### src/rtl/mem_arbiter.sv
// rtl/mem_arbiter.sv - shares one single-port RAM between NCPU instruction/data cache ports
// Fixed class priority (write > data read > instruction read), round-robin within a class.
module mem_arbiter #(
   parameter int NCPU    = 2,
   parameter int TIMEOUT = 64
) (
   input  logic                 CLK,
   input  logic                 RST,
   input  logic [NCPU-1:0]      iREN,
   input  logic [32*NCPU-1:0]   iaddr,
   input  logic [NCPU-1:0]      dREN,
   input  logic [NCPU-1:0]      dWEN,
   input  logic [32*NCPU-1:0]   daddr,
   input  logic [32*NCPU-1:0]   dstore,
   output logic [NCPU-1:0]      iwait,
   output logic [NCPU-1:0]      dwait,
   output logic [32*NCPU-1:0]   iload,
   output logic [32*NCPU-1:0]   dload,
   output logic                 ramREN,
   output logic                 ramWEN,
   output logic [31:0]          ramaddr,
   output logic [31:0]          ramstore,
   input  logic [31:0]          ramload,
   input  logic                 ramready,
   output logic                 timeout_err
);

   localparam int CW   = (NCPU > 1) ? $clog2(NCPU) : 1;
   localparam int CNTW = $clog2(TIMEOUT);
   localparam logic [CNTW-1:0] CNT_LAST = CNTW'(TIMEOUT - 1);
   localparam logic [31:0] ABORT_DATA = 32'hBAD1BAD1;

   typedef enum logic {IDLE, ACCESS} state_t;
   typedef enum logic [1:0] {C_IREAD, C_DREAD, C_DWRITE} cls_t;

   state_t               state_q, state_d;
   cls_t                 cls_q, cls_d;
   logic [CW-1:0]        rr_q, rr_d;
   logic [CW-1:0]        cpu_q, cpu_d;
   logic [31:0]          addr_q, addr_d;
   logic [31:0]          store_q, store_d;
   logic [CNTW-1:0]      cnt_q, cnt_d;
   logic                 terr_q, terr_d;
   logic [32*NCPU-1:0]   iload_q, iload_d;
   logic [32*NCPU-1:0]   dload_q, dload_d;

   logic [NCPU-1:0]      req;
   cls_t                 win_cls;
   logic                 found;
   int                   win;
   int                   idx;
   logic                 done;
   logic [31:0]          rdata;

   always_ff @(posedge CLK) begin
      if (RST) begin
         state_q <= IDLE;
         cls_q   <= C_IREAD;
         rr_q    <= '0;
         cpu_q   <= '0;
         addr_q  <= '0;
         store_q <= '0;
         cnt_q   <= '0;
         terr_q  <= 1'b0;
         iload_q <= '0;
         dload_q <= '0;
      end else begin
         state_q <= state_d;
         cls_q   <= cls_d;
         rr_q    <= rr_d;
         cpu_q   <= cpu_d;
         addr_q  <= addr_d;
         store_q <= store_d;
         cnt_q   <= cnt_d;
         terr_q  <= terr_d;
         iload_q <= iload_d;
         dload_q <= dload_d;
      end
   end

   always_comb begin
      state_d = state_q;
      cls_d   = cls_q;
      rr_d    = rr_q;
      cpu_d   = cpu_q;
      addr_d  = addr_q;
      store_d = store_q;
      cnt_d   = cnt_q;
      terr_d  = terr_q;
      iload_d = iload_q;
      dload_d = dload_q;
      done    = 1'b0;
      found   = 1'b0;
      win     = 0;
      idx     = 0;
      rdata   = ramready ? ramload : ABORT_DATA;

      if (|dWEN) begin
         req     = dWEN;
         win_cls = C_DWRITE;
      end else if (|dREN) begin
         req     = dREN;
         win_cls = C_DREAD;
      end else begin
         req     = iREN;
         win_cls = C_IREAD;
      end

      // Search upward from rr+1, wrapping, so the last winner is checked last
      for (int k = 1; k <= NCPU; k++) begin
         idx = int'(rr_q) + k;
         if (idx >= NCPU) idx = idx - NCPU;
         if (!found && req[idx]) begin
            found = 1'b1;
            win   = idx;
         end
      end

      case (state_q)
         IDLE: begin
            if (found) begin
               state_d = ACCESS;
               cpu_d   = CW'(win);
               cls_d   = win_cls;
               addr_d  = (win_cls == C_IREAD) ? iaddr[32*win +: 32] : daddr[32*win +: 32];
               store_d = dstore[32*win +: 32];
               cnt_d   = '0;
            end
         end
         ACCESS: begin
            cnt_d = cnt_q + 1'b1;
            if (ramready || cnt_q == CNT_LAST) begin
               done    = 1'b1;
               state_d = IDLE;
               cnt_d   = '0;
               rr_d    = cpu_q;
               if (!ramready) terr_d = 1'b1;
               if (cls_q == C_IREAD) iload_d[32*cpu_q +: 32] = rdata;
               else if (cls_q == C_DREAD) dload_d[32*cpu_q +: 32] = rdata;
            end
         end
         default: state_d = IDLE;
      endcase
   end

   // Completion is visible combinationally; a reset in that cycle suppresses the pulse
   always_comb begin
      iwait = '1;
      dwait = '1;
      iload = iload_q;
      dload = dload_q;
      if (done && !RST) begin
         if (cls_q == C_IREAD) begin
            iwait[cpu_q]            = 1'b0;
            iload[32*cpu_q +: 32]   = rdata;
         end else begin
            dwait[cpu_q] = 1'b0;
            if (cls_q == C_DREAD) dload[32*cpu_q +: 32] = rdata;
         end
      end
   end

   assign ramREN      = (state_q == ACCESS) && (cls_q != C_DWRITE);
   assign ramWEN      = (state_q == ACCESS) && (cls_q == C_DWRITE);
   assign ramaddr     = addr_q;
   assign ramstore    = store_q;
   assign timeout_err = terr_q;

endmodule

### config.mk
export PLATFORM = sky130hd
export DESIGN_NAME = mem_arbiter
export DESIGN_NICKNAME = d
export VERILOG_FILES = /design/src/rtl/mem_arbiter.sv
export SDC_FILE = /design/constraint.sdc
export NUM_CORES = 1
export LEC_CHECK = 0
export ABC_AREA = 1
export BUFFER_PORTS_ARGS = -buffer_cell sky130_fd_sc_hd__buf_4
export CAP_MARGIN = 20
export CORE_AREA = 4 4 175 177
export CTS_CLUSTER_SIZE = 25
export DETAILED_ROUTE_END_ITERATION = 10
export DIE_AREA = 0 0 179 181
export GPL_ROUTABILITY_DRIVEN = 0
export PLACE_DENSITY = 0.63
export SYNTH_ARGS = -nofsm -noshare
export SYNTH_HDL_FRONTEND = slang
export SYNTH_SLANG_ARGS = --single-unit
export TNS_END_PERCENT = 1
### constraint.sdc
create_clock -name CLK -period 3.6 [get_ports CLK]
set_input_delay 0.36 -clock CLK [delete_from_list [all_inputs] [get_ports CLK]]
set_output_delay 0.36 -clock CLK [all_outputs]
set_load 0.01 [all_outputs]
==> impl_metrics.tcl, run 1 <==
set metrics [dict create \
    pre_cts_slack_ns 0.825 \
    final_util_pct 53.6 \
    fin_ws_ns 0.364 \
    grt_pass1_vias 11529 \
    dr.pass1.iters 7 \
    remaining_drc_errors 0 \
    hold_start "dstore[43]" \
    r2r_start "cnt_q[0]" \
    setup-violations-final 0 \
    antenna_found_initial 1 \
    period_minus_slack_ns 3.24 \
    dieHeight_um 181 \
    start_kind "flop" \
    clock_skew_ns 0.0157 \
    critPathMaxFanout 115 \
    grt_overflow_total 0 \
    dieArea_mm2 0.0324 \
    arrival_ns 2.88 \
    p_leak_nw 7.60 \
    cp.required_ns 3.24 \
    diodes 0 \
    synth_seq_cells 204 \
    wl_per_cell_um 16.9 \
    ys_types 29 \
    highest_layer "met5" \
    start_util_pct 39.2 \
    synth_area_leaders "dfxtp_1 36%, nand2_1 19%, o21ai_0 16%" \
    cts_hold_buf 0 \
    grt_pass1_wl_um 66100 \
    syn2layout_area_growth_pct 36.7 \
    clockBufferDepth 3 \
    hold_path.class "in2reg" \
    rows 63 \
    synth-seq-area-share_pct 35.6 \
    yosysWarnings 0 \
    drv_cap 0 \
    cts-root-buf "clkbuf_16" \
    antenna_left 0 \
    rsz0062_at_grt "no" \
    hold_violations 0 \
    cts_buffers 24 \
    tightest_slew_ns 0.903 \
    syn_area_per_cell_um2 6.17 \
    powerDensity_mw_per_mm2 407 \
    clk_pin_slew_ns 0.06 \
    finalMaxSlewViolations 0 \
    io_pins 432 \
    fin_tns_setup_ns 0 \
    relSlewSlack_pct 39.8 \
    grt_usage_pct 25.8 \
    outcome "finished clean" \
    met2_length_um 21600 \
    syn_inst 1859 \
    yosysTopAreaCellShare_pct 35.6 \
    post-route-period-util_pct 89.9 \
    core-area_mm2 0.0292 \
    fin_nets 2445 \
    critPathLaunch "cnt_q[0]" \
    yosys.area.top_type "dfxtp_1" \
    drt_iter0_drc 897 \
    wl_um 44200 \
    htreeDepth 1 \
    port_buffers 431 \
    synth_area_mm2 0.0115 \
    vias 12831 \
    via_per_inst 4.90 \
    met1_length_um 17900 \
    clk_latency_ns 0.52 \
    cts_tree "built" \
    synth_nets 2093 \
    fmax_ghz 0.309 \
    drive_above_1_share_pct 23.6 \
    wl_met3_um 3330 \
    end_kind "primary output" \
    vdd.ir_drop.worst_v 0.000286 \
    fp.dieW_um 179 \
    grt_max_degree 116 \
    dp_hpwl_um 33100 \
    hold_ws_ns 0.129 \
    clkSinkCount 204 \
    critPathKind "reg2out" \
]
-- cells by family after synthesis --
group / count (synthesis) / synth area share [%]
and+or+nand+nor: 847 / 31.0
AOI/OAI and AO/OA: 432 / 19.5
DFF: 204 / 35.6
adders and majority gates: 1 / 0.109
buffers and inverters: 375 / 13.9
-- repair_timing --
item                       in CTS  in global routing
buffers inserted                0                  0
resized for setup               0                  1
setup endpoints to repair       0                  1
-- layout by cell type (no fill, tap or decap), drive strengths merged, types with 20 or more instances in the layout --
cell,instances
a21oi,40
dfxtp,204
nand2,573
nor2,83
o211ai,20
inv,246
o21ai,369
buf,452
nand3,138
clkbuf,34
nand3b,32
-- worst paths after layout --
check,cells after the start,slack [ns],endpoint
setup / recovery,9,0.36,iload[45]
hold / removal,5,0.13,ramstore[11]
setup reg to reg,7,1.23,dload_q[2]
hold reg to reg,2,0.46,timeout_err
-- Yosys cell counts --
master,instances
a21oi_1,40
a22oi_1,1
a31o_2,1
buf_1,6
buf_2,49
buf_4,7
buf_6,11
clkbuf_1,43
clkbuf_2,10
clkinv_1,2
dfxtp_1,204
ha_1,1
inv_1,243
inv_2,4
nand2_1,571
nand2_2,2
nand3_1,135
nand3_2,3
nand3b_1,32
nand4_1,2
nor2_1,80
nor2_2,3
nor3_1,1
o211ai_1,20
o21ai_0,362
o21ai_1,6
o21ai_4,1
o21bai_1,1
or2_2,18
-- worst max-delay path: stages, from the launching register on --
cell and delay, ns:
dfxtp_1 0.39, ha_1 0.25, nand3_2 0.13, o21ai_4 0.23, nand3_2 0.15, inv_6 0.31
buf_16 0.37, nand2_1 0.10, o21ai_0 0.18, buf_4 0.20
-- final cells by class --
cell class                      instances  area (µm²)
Timing Repair Buffer                  452        3470
Inverter                              249         941
Tap cell                              390         488
Clock inverter                         10         175
Fill cell                            2941       13600
Clock buffer                           34         699
Multi-Input combinational cell       1280        5830
Sequential cell                       204        4080
-- flip-flops by register name, summed over array words and instances (netlist names) --
register / cells
ramstore: 32
ramaddr: 32
dload_q: 64
cpu_q: 1
timeout_err: 1
iload_q: 64
cls_q: 2
state_q: 1
cnt_q: 6
rr_q: 1
-- per-stage QoR --
step	cells	total power, W	cell area (µm²)
after floorplan	1859	0.00314	11500
after global placement	2574	0.00373	14800
after detailed placement	2574	0.00375	14800
after CTS	2618	0.00644	15600
after global routing	2619	0.00669	15700
final	2619	0.00639	15700
-- layer usage --
metal / GRT usage, % / up-vias
met4: 7.37 / 2
li1: - / 6606
met1: 31.6 / 5733
met5: 0 / -
met2: 45.5 / 427
met3: 5.17 / 63
-- power by group --
part	switching, W	total (W)	leakage (nW)	internal [W]
combinational	0.000743	0.00127	5.51	0.000529
sequential	0.0000544	0.00242	1.66	0.00237
clock	0.000986	0.00269	0.433	0.00171
(Power assumes the default switching activity.)
==> inputs of run 2 (changes only) <==
ABC_AREA = not set   (was 1)
CORE_AREA = 4 4 168 170   (was 4 4 175 177)
DIE_AREA = 0 0 172 174   (was 0 0 179 181)
PLACE_DENSITY = 0.62   (was 0.63)
==> run 2 against run 1 <==
  * Sequential share of layout area up 2.8 points
  * Global-route usage is 2.9 points lower
  * Maximum frequency shrank 5.0%
  * Sequential power hardly changed
  * Total power is 11% lower
==> impl_metrics.tcl, run 2 <==
set metrics [dict create \
    htreeDepth 1 \
    synth_top_flop_cell "dfxtp_1" \
    wl_per_cell_um 21.2 \
    dr.pass1.iters 5 \
    syn_area_per_cell_um2 9.77 \
    wl_met3_um 2970 \
    wl_um 36800 \
    vdd.ir_drop.worst_v 0.000279 \
    fmax_ghz 0.294 \
    post-route-period-util_pct 94.6 \
    fin_total_pwr_w 0.00566 \
    synth-seq-area-share_pct 41.0 \
    antenna_found_initial 2 \
    synth_edf_count 0 \
    clock_skew_ns 0.00482 \
    clkSinkCount 204 \
    synth.top_cells.by_count "204 x dfxtp_1, 129 x a22o_1, 125 x mux2_2" \
    cts_tree "built" \
    fin_tns_setup_ns 0 \
    finalMaxSlewViolations 0 \
    largest_registers "dload_q: 64 flops, iload_q: 64 flops" \
    grt_max_degree 68 \
    synth_area_mm2 0.00997 \
    dp_hpwl_um 25700 \
    start_kind "flop" \
    hold_violations 0 \
    vias 9616 \
    relSlewSlack_pct 33.7 \
    io_pins 432 \
    met2_length_um 17600 \
    end_kind "primary output" \
    start_util_pct 37.3 \
    synth_area_leaders "dfxtp_1 41%, mux2_2 14%, a22o_1 11%" \
    critical_path.top_delay_family "simple AND/OR/NAND/NOR gates" \
    drv_cap 0 \
    grt_usage_pct 22.9 \
    rows 60 \
    rsz0062_at_grt "no" \
    critPathMaxFanout 38 \
    period_minus_slack_ns 3.41 \
    dieArea_mm2 0.0299 \
    cts_buffers 23 \
    arrival_ns 3.05 \
    clk_pin_slew_ns 0.06 \
    core-area_mm2 0.0267 \
    synth_seq_cells 204 \
    layout_common_cells "445 x buf_4, 204 x dfxtp_1, 128 x a22o_1, 125 x mux2_2, 68 x nand3_1" \
    highest_layer "met4" \
    setup-violations-final 0 \
    ff2ff_setup_slack_ns 1.11 \
    cp_slowest_cell "and3_2" \
    cpPeakStageDelay_ns 0.51 \
    fp.dieW_um 172 \
    cp.buffers_inverters 2 \
    crit_chain "ha_1 > and4_1 > a21o_1 > and3_2 > buf_12 > mux2_2 > buf_4" \
    ys_types 44 \
    grt_pass1_vias 9223 \
    synth.most_common_cell "dfxtp_1" \
    syn_inst 1020 \
    grt_pass1_wl_um 55000 \
    drt_iter0_drc 616 \
    clk_latency_ns 0.50 \
    fin_nets 1607 \
    yosysWarnings 0 \
    synth_nets 1254 \
    port_buffers 431 \
    cp.required_ns 3.24 \
    cts_hold_buf 0 \
    outcome "finished clean" \
    antenna_left 0 \
    met1_length_um 14700 \
    critPathKind "reg2out" \
    yosys.area.top_type "dfxtp_1" \
    syn2layout_area_growth_pct 41.9 \
    final_common_cell "buf_4" \
    hold_path.class "in2reg" \
    clockBufferDepth 3 \
    via_per_inst 5.55 \
    post_cts_resized 0 \
    cts-root-buf "clkbuf_16" \
    yosysTopAreaCellShare_pct 41.0 \
    remaining_drc_errors 0 \
    async_flop_share_pct 0 \
    dieHeight_um 174 \
    cts_setup_buffers 0 \
    powerDensity_mw_per_mm2 400 \
    tightest_slew_ns 0.992 \
    p_leak_nw 6.22 \
    grt_overflow_total 0 \
    drive_above_1_share_pct 45.0 \
]
==> run 2: area by class of cell <==
class / count / area [µm²]
well taps: 341 / 427
diodes: 2 / 5.00
fillers: 2491 / 12600
flip-flops and latches: 204 / 4080
inverters: 6 / 22.5
clock inverters: 5 / 56.3
repair buffers: 450 / 3440
clock buffers: 37 / 698
multi-input cells: 688 / 5410
==> run 2: where the power goes <==
part           total [W]  switching [W]  internal (W)
Sequential       0.00241      0.0000565       0.00236
Clock            0.00233       0.000928       0.00140
Combinational   0.000919       0.000459      0.000460
Total            0.00566        0.00144       0.00421
==> run 2: per-layer routing <==
metal,up-vias,global-route usage (%)
met5,-,0
met1,4536,28.7
met2,400,37.7
li1,4604,-
met3,76,5.66
met4,0,8.88
==> run 2: worst paths after layout <==
check | startpoint | end | depth (start not counted)
worst min register to register | dload_q[31] | dload_q[31] | 1
worst max-delay path | cnt_q[0] | iload[57] | 7
worst min-delay path | dstore[40] | ramstore[8] | 3
worst max register to register | cnt_q[0] | iload_q[21] | 7
==> run 2: tightest hold or removal path: stages <==
cell,delay (ns)
buf_4,0.11
nand3_1,0.05
a311oi_1,0.07
==> run 2: logic make-up (layout without fill, tap and decap cells) <==
kind of cell | count (synthesis) | in the layout | synth area share [%]
AND/OR/NAND/NOR | 238 | 238 | 13.2
other | 0 | 2 | 0
flip-flops | 204 | 204 | 41.0
adder cells (fa/ha/maj) | 1 | 1 | 0.125
AO/OA/AOI/OAI | 320 | 320 | 25.8
buffers and inverters | 128 | 498 | 5.42
multiplexers | 129 | 129 | 14.6
==> run 2: stage by stage <==
step | hold WS [ns] | area (µm²) | utilization, % | worst slack (ns) | instances
5_1_grt | 0.112 | 14100 | 52.9 | 0.0137 | 1733
3_3_place_gp | 0.450 | 13400 | 50.1 | 0.798 | 1689
3_5_place_dp | 0.450 | 13400 | 50.1 | 0.713 | 1689
6_report | 0.138 | 14100 | 52.9 | 0.193 | 1733
2_1_floorplan | 0.435 | 9970 | - | 1.23 | 1020
4_1_cts | 0.110 | 14100 | 52.9 | 0.159 | 1731
